## src/rtl/fifo_burst_reader_if.sv

```systemverilog
`default_nettype none
// ============================================================================
// Module      : fifo_burst_reader_if
// Description : Bundles the FIFO first-word-fall-through read port and the
//               framed valid/ready output stream of fifo_burst_reader.
//               master = the burst reader, slave = FIFO + downstream sink.
// Revision    : 1.0 - initial release
// ============================================================================
interface fifo_burst_reader_if #(
    parameter int DSIZE = 32
);
    // FIFO read port
    logic [DSIZE-1:0] rdata;
    logic             rempty;
    logic             rinc;
    // Framed output stream
    logic             m_valid;
    logic [DSIZE-1:0] m_data;
    logic             m_last;
    logic             m_ready;

    modport master (
        input  rdata, rempty, m_ready,
        output rinc, m_valid, m_data, m_last
    );

    modport slave (
        output rdata, rempty, m_ready,
        input  rinc, m_valid, m_data, m_last
    );
endinterface
`default_nettype wire

```

## src/rtl/fifo_burst_reader.sv

```systemverilog
`default_nettype none
// ============================================================================
// Module      : fifo_burst_reader
// Description : Drains a FWFT FIFO read port through a hold register (H) and
//               an output register (O) into a framed valid/ready stream.
//               Frames close after BURST_LEN beats or after the FIFO has been
//               empty for TIMEOUT cycles. Counts completed frames.
//               Optional macro FIFO_BURST_READER_CHECKSUM_EN appends an XOR
//               checksum beat to every frame.
// Revision    : 1.0 - initial release
// ============================================================================
module fifo_burst_reader #(
    parameter int DSIZE     = 32,
    parameter int BURST_LEN = 8,
    parameter int TIMEOUT   = 16,
    parameter int CNTW      = 16
) (
    input  wire logic            rclk,
    input  wire logic            rrst,
    input  wire logic            en,
    fifo_burst_reader_if.master  bus,
    output logic [CNTW-1:0]      bursts_done,
    output logic                 busy
);
    localparam int BW = (BURST_LEN > 2) ? $clog2(BURST_LEN) : 1;
    localparam int IW = $clog2(TIMEOUT + 1);
    localparam logic [BW-1:0] c_beat_max = BW'(BURST_LEN - 1);
    localparam logic [IW-1:0] c_idle_max = IW'(TIMEOUT);

    logic             r_h_valid;
    logic [DSIZE-1:0] r_h_data;
    logic             r_o_valid;
    logic [DSIZE-1:0] r_o_data;
    logic             r_o_last;
    logic [BW-1:0]    r_beat_cnt;
    logic [IW-1:0]    r_idle_cnt;
    logic [CNTW-1:0]  r_bursts;

    logic w_o_free, w_more, w_at_max, w_timeout, w_resolved, w_dec_last;
    logic w_stream, w_h_moves, w_pop, w_accept_last, w_move_last;

    // O can take a new beat when empty or when its beat leaves this cycle
    assign w_o_free      = ~r_o_valid | bus.m_ready;
    assign w_more        = ~bus.rempty & en;
    assign w_at_max      = (r_beat_cnt == c_beat_max);
    assign w_timeout     = (r_idle_cnt == c_idle_max);
    // Last-beat decision: full burst wins, then "more data follows", then timeout
    assign w_resolved    = w_at_max | w_more | w_timeout;
    assign w_dec_last    = w_at_max | (~w_more & w_timeout);
    assign w_h_moves     = r_h_valid & w_o_free & w_resolved & w_stream;
    assign w_pop         = en & ~bus.rempty & ~rrst & (~r_h_valid | w_h_moves);
    assign w_accept_last = r_o_valid & bus.m_ready & r_o_last;

    assign bus.rinc    = w_pop;
    assign bus.m_valid = r_o_valid;
    assign bus.m_data  = r_o_data;
    assign bus.m_last  = r_o_last;
    assign bursts_done = r_bursts;
    assign busy        = r_h_valid | r_o_valid | (r_beat_cnt != '0);

`ifdef FIFO_BURST_READER_CHECKSUM_EN
    typedef enum logic [0:0] {
        ST_STREAM = 1'b0,
        ST_CSUM   = 1'b1
    } state_t;

    state_t           r_state;
    state_t           w_state_nxt;
    logic [DSIZE-1:0] r_acc;
    logic [DSIZE-1:0] w_acc_base;
    logic             w_csum_ins;

    // Data beats never carry last; the checksum beat closes the frame
    assign w_move_last = 1'b0;
    assign w_stream    = (r_state == ST_STREAM);
    assign w_csum_ins  = (r_state == ST_CSUM) & w_o_free;
    // A checksum accepted this cycle restarts the XOR for the next frame
    assign w_acc_base  = w_accept_last ? '0 : r_acc;

    // State register
    always_ff @(posedge rclk) begin
        if (rrst) r_state <= ST_STREAM;
        else      r_state <= w_state_nxt;
    end

    // Next state: enter CSUM after the closing data beat, leave once inserted
    always_comb begin
        w_state_nxt = r_state;
        case (r_state)
            ST_STREAM: if (w_h_moves && w_dec_last) w_state_nxt = ST_CSUM;
            ST_CSUM:   if (w_o_free)                w_state_nxt = ST_STREAM;
            default:                                w_state_nxt = ST_STREAM;
        endcase
    end

    // XOR accumulator over the data words moved into O
    always_ff @(posedge rclk) begin
        if (rrst) r_acc <= '0;
        else      r_acc <= w_acc_base ^ (w_h_moves ? r_h_data : '0);
    end
`else
    assign w_move_last = w_dec_last;
    assign w_stream    = 1'b1;
`endif

    // Hold register: loads on pop, empties when its word moves to O
    always_ff @(posedge rclk) begin
        if (rrst) begin
            r_h_valid <= 1'b0;
            r_h_data  <= '0;
        end else if (w_pop) begin
            r_h_valid <= 1'b1;
            r_h_data  <= bus.rdata;
        end else if (w_h_moves) begin
            r_h_valid <= 1'b0;
        end
    end

    // Idle counter: counts empty cycles while an unresolved word sits in H
    always_ff @(posedge rclk) begin
        if (rrst) begin
            r_idle_cnt <= '0;
        end else if (w_h_moves || w_pop) begin
            r_idle_cnt <= '0;
        end else if (r_h_valid && !w_resolved && r_idle_cnt != c_idle_max) begin
            r_idle_cnt <= r_idle_cnt + IW'(1);
        end
    end

    // Beat counter: position of the next data beat within the frame
    always_ff @(posedge rclk) begin
        if (rrst)           r_beat_cnt <= '0;
        else if (w_h_moves) r_beat_cnt <= w_dec_last ? '0 : r_beat_cnt + BW'(1);
    end

    // Output register: holds under backpressure, reloads or drains when free
    always_ff @(posedge rclk) begin
        if (rrst) begin
            r_o_valid <= 1'b0;
            r_o_data  <= '0;
            r_o_last  <= 1'b0;
        end else if (w_o_free) begin
            if (w_h_moves) begin
                r_o_valid <= 1'b1;
                r_o_data  <= r_h_data;
                r_o_last  <= w_move_last;
            end
`ifdef FIFO_BURST_READER_CHECKSUM_EN
            else if (w_csum_ins) begin
                r_o_valid <= 1'b1;
                r_o_data  <= r_acc;
                r_o_last  <= 1'b1;
            end
`endif
            else begin
                r_o_valid <= 1'b0;
                r_o_last  <= 1'b0;
            end
        end
    end

    // Completed-frame counter, wraps naturally
    always_ff @(posedge rclk) begin
        if (rrst)               r_bursts <= '0;
        else if (w_accept_last) r_bursts <= r_bursts + CNTW'(1);
    end
endmodule
`default_nettype wire

```

## src/flat_wrapper.sv

```systemverilog
// flat-port wrapper written by rule: the top's interface ports become plain ports
module fifo_burst_reader_flat 
#(
    parameter int DSIZE     = 32,
    parameter int BURST_LEN = 8,
    parameter int TIMEOUT   = 16,
    parameter int CNTW      = 16
)
  (rclk, rrst, en, bursts_done, busy, bus_rdata, bus_rempty, bus_m_ready, bus_rinc, bus_m_valid, bus_m_data, bus_m_last);
  fifo_burst_reader_if #(.DSIZE(DSIZE)) bus_i ();
  input  wire logic rclk;
  input  wire logic rrst;
  input  wire logic en;
  output logic [CNTW-1:0] bursts_done;
  output logic busy;
  input wire logic [$bits(bus_i.rdata)-1:0] bus_rdata;
  input wire logic [$bits(bus_i.rempty)-1:0] bus_rempty;
  input wire logic [$bits(bus_i.m_ready)-1:0] bus_m_ready;
  output wire logic [$bits(bus_i.rinc)-1:0] bus_rinc;
  output wire logic [$bits(bus_i.m_valid)-1:0] bus_m_valid;
  output wire logic [$bits(bus_i.m_data)-1:0] bus_m_data;
  output wire logic [$bits(bus_i.m_last)-1:0] bus_m_last;
  assign bus_i.rdata = bus_rdata;
  assign bus_i.rempty = bus_rempty;
  assign bus_i.m_ready = bus_m_ready;
  assign bus_rinc = bus_i.rinc;
  assign bus_m_valid = bus_i.m_valid;
  assign bus_m_data = bus_i.m_data;
  assign bus_m_last = bus_i.m_last;
  fifo_burst_reader #(.DSIZE(DSIZE), .BURST_LEN(BURST_LEN), .TIMEOUT(TIMEOUT), .CNTW(CNTW)) u_core (.rclk(rclk), .rrst(rrst), .en(en), .bus(bus_i), .bursts_done(bursts_done), .busy(busy));
endmodule
```

## config.mk

```make
export PLATFORM = sky130hd
export DESIGN_NAME = fifo_burst_reader_flat
export DESIGN_NICKNAME = d
export VERILOG_FILES = /design/src/rtl/fifo_burst_reader_if.sv /design/src/rtl/fifo_burst_reader.sv /design/src/flat_wrapper.sv
export SDC_FILE = /design/constraint.sdc
export NUM_CORES = 1
export LEC_CHECK = 0
export CAP_MARGIN = 20
export CORE_MARGIN = 10
export CORE_UTILIZATION = 44
export DETAILED_ROUTE_END_ITERATION = 12
export GPL_TIMING_DRIVEN = 0
export PLACE_DENSITY_LB_ADDON = 0.15
export SETUP_SLACK_MARGIN = 0.4
export SLEW_MARGIN = 20
export SYNTH_ARGS = -nofsm -noshare
export SYNTH_HDL_FRONTEND = slang
export SYNTH_SLANG_ARGS = --single-unit
```

## constraint.sdc

```tcl
create_clock -name rclk -period 1.8 [get_ports rclk]
set_input_delay 0.18 -clock rclk [delete_from_list [all_inputs] [get_ports rclk]]
set_output_delay 0.18 -clock rclk [all_outputs]
set_load 0.05 [all_outputs]
```

# Yosys cells after proc, flatten, opt, wreduce, memory -nomap -nowiden
# Index checks and enable logic that the tools add are counted.
op_classes:
  n_addsub: 3
  n_reduce_logical: 8
  mux: 5
  n_eq_ne: 3
  n_bitwise: 20
op_table:
  columns: ["op", "n"]
  rows:
  - ["$add A16 B1 Y16 const B", 1]
  - ["$and A1 B1 Y1", 8]
  - ["$or A1 B1 Y1", 7]
  - ["$add A5 B1 Y5 const B", 1]
  - ["$eq A5 B5 Y1 const B", 1]
  - ["$ne A5 B5 Y1 const B", 1]
  - ["$not A1 Y1", 5]
  - ["$mux W1", 4]
  - ["$add A3 B1 Y3 const B", 1]
  - ["$eq A3 B3 Y1 const B", 1]
  - ["$mux W3", 1]
  - ["$reduce_bool A3 Y1", 1]
  - ["$logic_and A1 B1 Y1", 2]
  - ["$reduce_and A2 Y1", 1]
  - ["$reduce_bool A2 Y1", 1]
  - ["$reduce_or A2 Y1", 1]
  - ["$logic_not A1 Y1", 1]
  - ["$logic_or A1 B1 Y1", 1]
word_totals:
  ff_bits: 91
  input_bits: 37
  out_inout_bits: 52

# Logic depth before layout (Yosys ltp)
# Gate-level depths: netlist of the first run.
logic_depth:
  ltp_word: 9
  ltp_mapped: 7
  depth_no_buf: 6

# Worst setup path before layout of the first run
# Ideal clock, no wire load.
synth_path:
  kind: "register -> register"
  from: "reg u_core.r_bursts[0] (netlist: u_core.bursts_done[0])"
  to: "reg u_core.r_bursts[10] (netlist: u_core.bursts_done[10])"
  synth_period_minus_slack_ps: 2020
  t_arrival_ps: 1899
  path_stages_with_launch: 7
  setup_slack_ps: -220
  t_required_ps: 1679
  setup_time_ps: 121
  cell_sequence: "dfxtp_1 ha_1 and4_1 buf_2 nand2_2 nor4_1 mux2_2"
synth_via:
  elab_chain_cells: 1
synth_lines:
  columns: ["element", "line_no", "text"]
  rows:
  - ["start: declaration", "fifo_burst_reader.sv:37", "logic [CNTW-1:0] r_bursts;"]
  - ["start signal: assignment", "fifo_burst_reader.sv:165", "else if (w_accept_last) r_bursts <= r_bursts + CNTW'(1);"]
  - ["$add A16 B1 Y16", "fifo_burst_reader.sv:165", null]
# Every way passes these cells.
# A chain may end at the register's enable or synchronous reset.

# Final worst setup path of the first run
layout_path:
  from: "reg u_core.r_idle_cnt[1]"
  to: "reg u_core.r_o_data[7] (netlist: u_core.bus.m_data[7])"
layout_via:
  elab_chain_cells: 4
layout_lines:
  columns: ["element", "line_no", "text"]
  rows:
  - ["start: declaration", "fifo_burst_reader.sv:36", "logic [IW-1:0] r_idle_cnt;"]
  - ["start signal: assignment", "fifo_burst_reader.sv:126", "r_idle_cnt <= r_idle_cnt + IW'(1);"]
  - ["$eq A5 B5 Y1", "fifo_burst_reader.sv:46", "assign w_timeout = (r_idle_cnt == c_idle_max);"]
  - ["$or A1 B1 Y1", "fifo_burst_reader.sv:48", "assign w_resolved = w_at_max | w_more | w_timeout;"]
  - ["$and A1 B1 Y1", "fifo_burst_reader.sv:50", "assign w_h_moves = r_h_valid & w_o_free & w_resolved & w_stream;"]
  - ["$reduce_and A2 Y1 (no source line)", null, null]
  - ["end signal: assignment", "fifo_burst_reader.sv:145", "r_o_data <= r_h_data;"]
  - ["end: declaration", "fifo_burst_reader.sv:33", "logic [DSIZE-1:0] r_o_data;"]
# Every way passes these cells.

==> metrics, run 1 <==
FFs w/ async S/R, synth=0%; Clock Skews=0.00671 ns; # diodes=0; Switching Share=24.9%; DRT Wirelength=10.6 mm; Flop pwr share=53.1%; CTS buffer count=9; CTS Sinks=91; Seq/Total Area, Yosys=50.5%; post-DR vias/cell=5.07; Area Overhead vs Synth=59.8%; top cell type's share of synthesized area=50.5%; largest area contributor in the netlist=dfxtp_1; worst r2r dst=u_core.bus.m_data[7]; cell area after synthesis=3600 um2; fin nets=621; setup violators final=0; Worst Hold Launch=bus_rdata[24]; # placed instances=624; total die area=12200 um2; Critical Path End Type=flop; Clock Power Share=35.4%; Most used DFF post-synth=dfxtp_1; largest net degree at the start of global routing=16; final RePlAce weighted congestion=0.780; GR Util All Layers=15.3%; Int Power=2.91 mW; RSZ-0062 raised after global routing=true; residual DRC count=0; Power Density=672 nW/um2; Comb pwr share=11.5%; Routed Antenna Nets=0; Initial Utilization=45.9%; Clk pin slew, worst setup/hold paths=0.09 ns; Max H-tree Level=3; Avg Cell Area, Syn=8.31 um2; Fin. Hold Viols=0; Final Util=73.4%; Die Y=111 um; Leakage=2.15 nW; Final Critical Period=1.78 ns; fin cells=685; Longest Clk Path Bufs=2; Port Buffer Count=88; maximum clock rate=0.561 GHz; r2r setup slk=0.02 ns; Rel. slew slack=59.9%; antenna violations before repair=0; Hold Buf Count CTS=0; Setup TNS=0 ns; FF+latch count, synth=91; vias in the first global route=3361; synth warn=0; WHS Path Cells=3; Filler cells=565; Hold WS=0.369 ns; Final WS setup=0.0174 ns; Slew @ Worst Pin=0.602 ns; io pins=89; worst hold endpoint=u_core.r_h_data[24]; arrival time worst endpoint=2.06 ns; Reg2Reg Depth=8; proportion of layout cells with a drive suffix above 1=39.3%; maximum vdd drop=0.362 mV; die span in x=111 um; num rows=32; TritonRoute pass-1 iters=4; pre-CTS WS=-1.17 ns; EDFF count, synth=0; top post-synthesis cells by area=dfxtp_1 (51%), nand2_1 (14%), a21oi_1 (9.9%); CTS tree=built; syn nets=477; Placeable Area=7850 um2; clk_lat worst skew=0.35 ns; Critical Path RT=2.08 ns; hpwl dp=6.80 mm; drt wl/cell=15.5 um; Netlist cell types=43; Slew Viols, Final=0; max-cap check violation count=0; gr ovfl total=0; Mapped Cells=434; Max FO, Critical Path=8; Via Count=3475; status=completed; Net Sw Power=0.964 mW; Final period util=99.0%; Reg2Reg Launch Point=u_core.r_idle_cnt[1]; worst hold path class=in2reg; root buf cell=clkbuf_8; global-route wire length before repair=16.1 mm; Setup CP Type=reg2reg; initial DRC count=91; Worst Setup Start Kind=flop
[layer usage]
layer	up-vias	routed length, um	part of all wire (%)	global-route usage (%)
li1	1733	-	-	-
met1	1632	4670	44	18.3
met2	98	5210	49	25.2
met3	12	622	5.9	5.02
met4	0	128	1.2	4.92
met5	-	0	0	0
[repair_timing]
action	CTS	global route
setup buffers	20	20
gates resized for setup	188	105
setup endpoints to repair	140	107
pin swaps	14	32
cloned	1	4
[kinds of logic (layout without fill, tap and decap cells)]
kind of cell | after synthesis | count (layout) | synth area share (%)
xor+xnor | 11 | 11 | 2.67
mux | 6 | 6 | 1.70
fa+ha+maj | 6 | 6 | 2.08
compound gates | 87 | 87 | 13.8
flops | 91 | 91 | 50.5
buf+inv | 34 | 183 | 4.51
simple gates | 199 | 199 | 24.7
[metrics by stage]
step / power (mW) / area (um2)
2_1_floorplan: 2.28 / 3800
3_3_place_gp: 2.42 / 4810
3_5_place_dp: 2.43 / 4810
4_1_cts: 3.80 / 5350
5_1_grt: 4.02 / 5760
6_report: 3.87 / 5760
[worst max-delay path by stage]
stage / startpoint / end / slack (ns)
3_5_place_dp: rrst / bus_rinc / -1.17
6_report: u_core.r_idle_cnt[1] / u_core.bus.m_data[7] / 0.02
4_1_cts: u_core.r_beat_cnt[0] / busy / 0.1
2_1_floorplan: u_core.r_idle_cnt[1] / u_core.bus.m_data[25] / 0.14
5_1_grt: u_core.r_idle_cnt[1] / u_core.bus.m_data[7] / -0.02
3_3_place_gp: rrst / bus_rinc / -1.16
[sequential cells by signal, indices dropped and copies added, names as in the netlist]
register,cells
u_core.bursts_done,16
u_core.r_idle_cnt,5
u_core.bus.m_valid,1
u_core.r_h_valid,1
u_core.bus.m_last,1
u_core.r_beat_cnt,3
u_core.r_h_data,32
u_core.bus.m_data,32
[cell usage in the layout, fill, tap and decap left out, types with 3 or more instances in the layout]
cell,instances
nand2_2,7
xor2_1,3
nor4_1,3
dfxtp_4,16
clkbuf_2,21
nand2b_1,3
a21oi_1,52
clkdlybuf4s15_2,27
nand2_1,122
inv_2,4
xnor2_1,7
buf_8,8
clkbuf_1,6
dfxtp_1,71
nor2_1,23
clkdlybuf4s50_1,35
nor4_4,4
clkbuf_8,14
ha_4,5
buf_4,34
dfxtp_2,4
buf_6,15
a21oi_2,22
buf_2,4
nand2_4,9
clkbuf_16,3
mux2i_1,5
[cell usage after synthesis (all sizes together) (5+ instances only)]
master and count:
a21oi 74, nand3 5, dfxtp 91, xnor2 8, inv 7, clkbuf 16, nand2 138, nor4 8
mux2i 5, ha 6, nor2 24, buf 11
[power groups by stage]
stage	sequential, mW	combinational [mW]	clock [mW]
2_1_floorplan	2.12	0.162	0
3_3_place_gp	2.10	0.317	0
3_5_place_dp	2.11	0.320	0
4_1_cts	2.05	0.364	1.38
5_1_grt	2.06	0.474	1.48
6_report	2.06	0.444	1.37
[final cells by class]
| type | count | area (um2) | share of cell area [%] |
|---|---|---|---|
| well taps | 102 | 128 | 2.22 |
| plain buffers | 27 | 280 | 4.87 |
| clock buffers | 11 | 131 | 2.28 |
| clock inverters | 5 | 58.8 | 1.02 |
| multi-input cells | 309 | 2010 | 34.8 |
| flip-flops and latches | 91 | 1890 | 32.8 |
| repair buffers | 133 | 1240 | 21.5 |
| inverters | 7 | 30.0 | 0.521 |
[critical path, cell delays in order (launching register included)]
cell and delay (ns):
dfxtp_4 0.36, inv_2 0.05, ha_4 0.14, and4bb_4 0.24, o311ai_4 0.34, buf_6 0.22
buf_8 0.15, nand2_1 0.09, a21oi_2 0.14
No activity file was read; power rests on OpenSTA's default activity.
==> run 2: changes to the inputs <==
Settings changed: CORE_MARGIN 10 to 3, TNS_END_PERCENT set to 10.
==> metrics, run 2 (synthesis gave the netlist of run 1 again) <==
# diodes=0; proportion of layout cells with a drive suffix above 1=27.1%; antenna violations before repair=0; num rows=32; Power Density=702 nW/um2; CP cell instances=inv_4 -> ha_4 -> and4bb_4 -> o311ai_4 -> buf_6 -> buf_6 -> buf_16 -> nand2_4 -> a21oi_2; arrival time worst endpoint=2.08 ns; Routed Antenna Nets=0; Clock Skews=0.0146 ns; Max H-tree Level=3; fin cells=660; GR Util All Layers=20.1%; hpwl dp=6.22 mm; global-route wire length before repair=14.5 mm; Die Y=96.5 um; CTS tree=built; gr ovfl total=0; initial DRC count=125; final RePlAce weighted congestion=0.813; commonest non-fill, non-tap cells in the layout=nand2_1 (122), dfxtp_1 (72), a21oi_1 (57); maximum clock rate=0.560 GHz; design area=5600 um2; post-DR vias/cell=5.01; CTS Sinks=91; drt wl/cell=14.5 um; # placed instances=624; residual DRC count=0; crit-path max cell delay=0.39 ns; Slowest-stage cell, CP=dfxtp_4; Initial Utilization=45.9%; Slew @ Worst Pin=0.551 ns; Setup TNS=0 ns; Critical Path RT=2.10 ns; maximum vdd drop=0.397 mV; io pins=89; total die area=9310 um2; fin nets=596; Filler cells=630; largest net degree at the start of global routing=16; status=completed; Via Count=3304; RSZ-0062 raised after global routing=true; Clk pin slew, worst setup/hold paths=0.09 ns; Final Util=71.3%; CTS buffer count=9; clk_lat worst skew=0.37 ns; worst hold path class=in2reg; Final Critical Period=1.79 ns; Placeable Area=7850 um2; Critical Path End Type=flop; TritonRoute pass-1 iters=4; Worst Setup Start Kind=flop; Longest Clk Path Bufs=2; Setup CP Type=reg2reg; Rel. slew slack=63.2%; CP most frequent cell=buf_6; DP Area=4770 um2; die span in x=96.5 um; max-cap check violation count=0; DRT Wirelength=9.54 mm; Final period util=99.2%; Hold WS=0.342 ns; commonest non-fill, non-tap cell in the layout=nand2_1; Max FO, Critical Path=7; WP buf/inv=4; Largest delay share family, worst path=buffers and inverters; Leakage=2.68 nW; Area Overhead vs Synth=55.3%; Port Buffer Count=88; setup violators final=0; root buf cell=clkbuf_8; Slew Viols, Final=0; Fin. Hold Viols=0; vias in the first global route=3117
==> run 2: cell types whose count changed in the layout (fill, tap and decap cells not counted), moves of 3 or more <==
cell             before  now
a21oi_1              52   57
a21oi_2              22   16
buf_2                 4    0
buf_4                34   14
buf_6                15   12
buf_8                 8    5
clkbuf_2             21   15
clkdlybuf4s15_2      27    0
dlymetal6s2s_1        0   36
inv_2                 4    1
==> run 2: path summary, 6_finish.rpt <==
path	startpoint	endpoint	slack (ns)	depth (start not counted)
worst max-delay path	u_core.r_idle_cnt[1]	u_core.bus.m_data[30]	0.01	9
worst min-delay path	bus_m_ready	u_core.bus.m_last	0.34	3
worst max register to register	u_core.r_idle_cnt[1]	u_core.bus.m_data[30]	0.01	9
worst min register to register	u_core.bus.m_data[15]	u_core.bus.m_data[15]	0.45	2
==> run 2: cell type report <==
cell class	count	area [um2]	share of cell area, %
plain buffers	27	272	4.85
clock buffers	11	153	2.73
clock inverters	5	57.6	1.03
inverters	7	32.5	0.581
multi-input cells	309	1920	34.4
flip-flops and latches	91	1890	33.7
well taps	102	128	2.28
repair buffers	108	1150	20.5
==> run 2: power breakdown <==
part	internal, mW	switching (mW)
Clock	0.731	0.736
Combinational	0.201	0.204
Sequential	2.03	0.0262
Total	2.96	0.966
==> run 2: per-stage QoR <==
stage          worst slack, ns  power [mW]
5_1_grt                -0.0406        4.06
3_3_place_gp             -1.16        2.42
3_5_place_dp             -1.18        2.42
4_1_cts                 0.0650        3.90
6_report                0.0140        3.93
2_1_floorplan            0.137        2.27
==> run 2: repair_timing <==
item	CTS	global route
pin swaps	18	31
endpoints found under the setup margin	140	134
hold buffers	0	0
hold endpoints to repair	0	0
buffers inserted	9	8
cloned	3	0
resized for setup	81	120
==> run 2: layer usage <==
| metal | part of all wire [%] | wire [um] | global-route usage [%] |
|---|---|---|---|
| met1 | 44 | 4240 | 26.0 |
| met4 | 1.2 | 119 | 7.94 |
| met5 | 0 | 0 | 0 |
| met2 | 49 | 4680 | 33.2 |
| met3 | 5.3 | 503 | 3.87 |
==> run 2: worst min-delay path, stage by stage <==
cell            delay (ns)
dlymetal6s2s_1        0.21
o32a_1                0.20
nor2_1                0.07
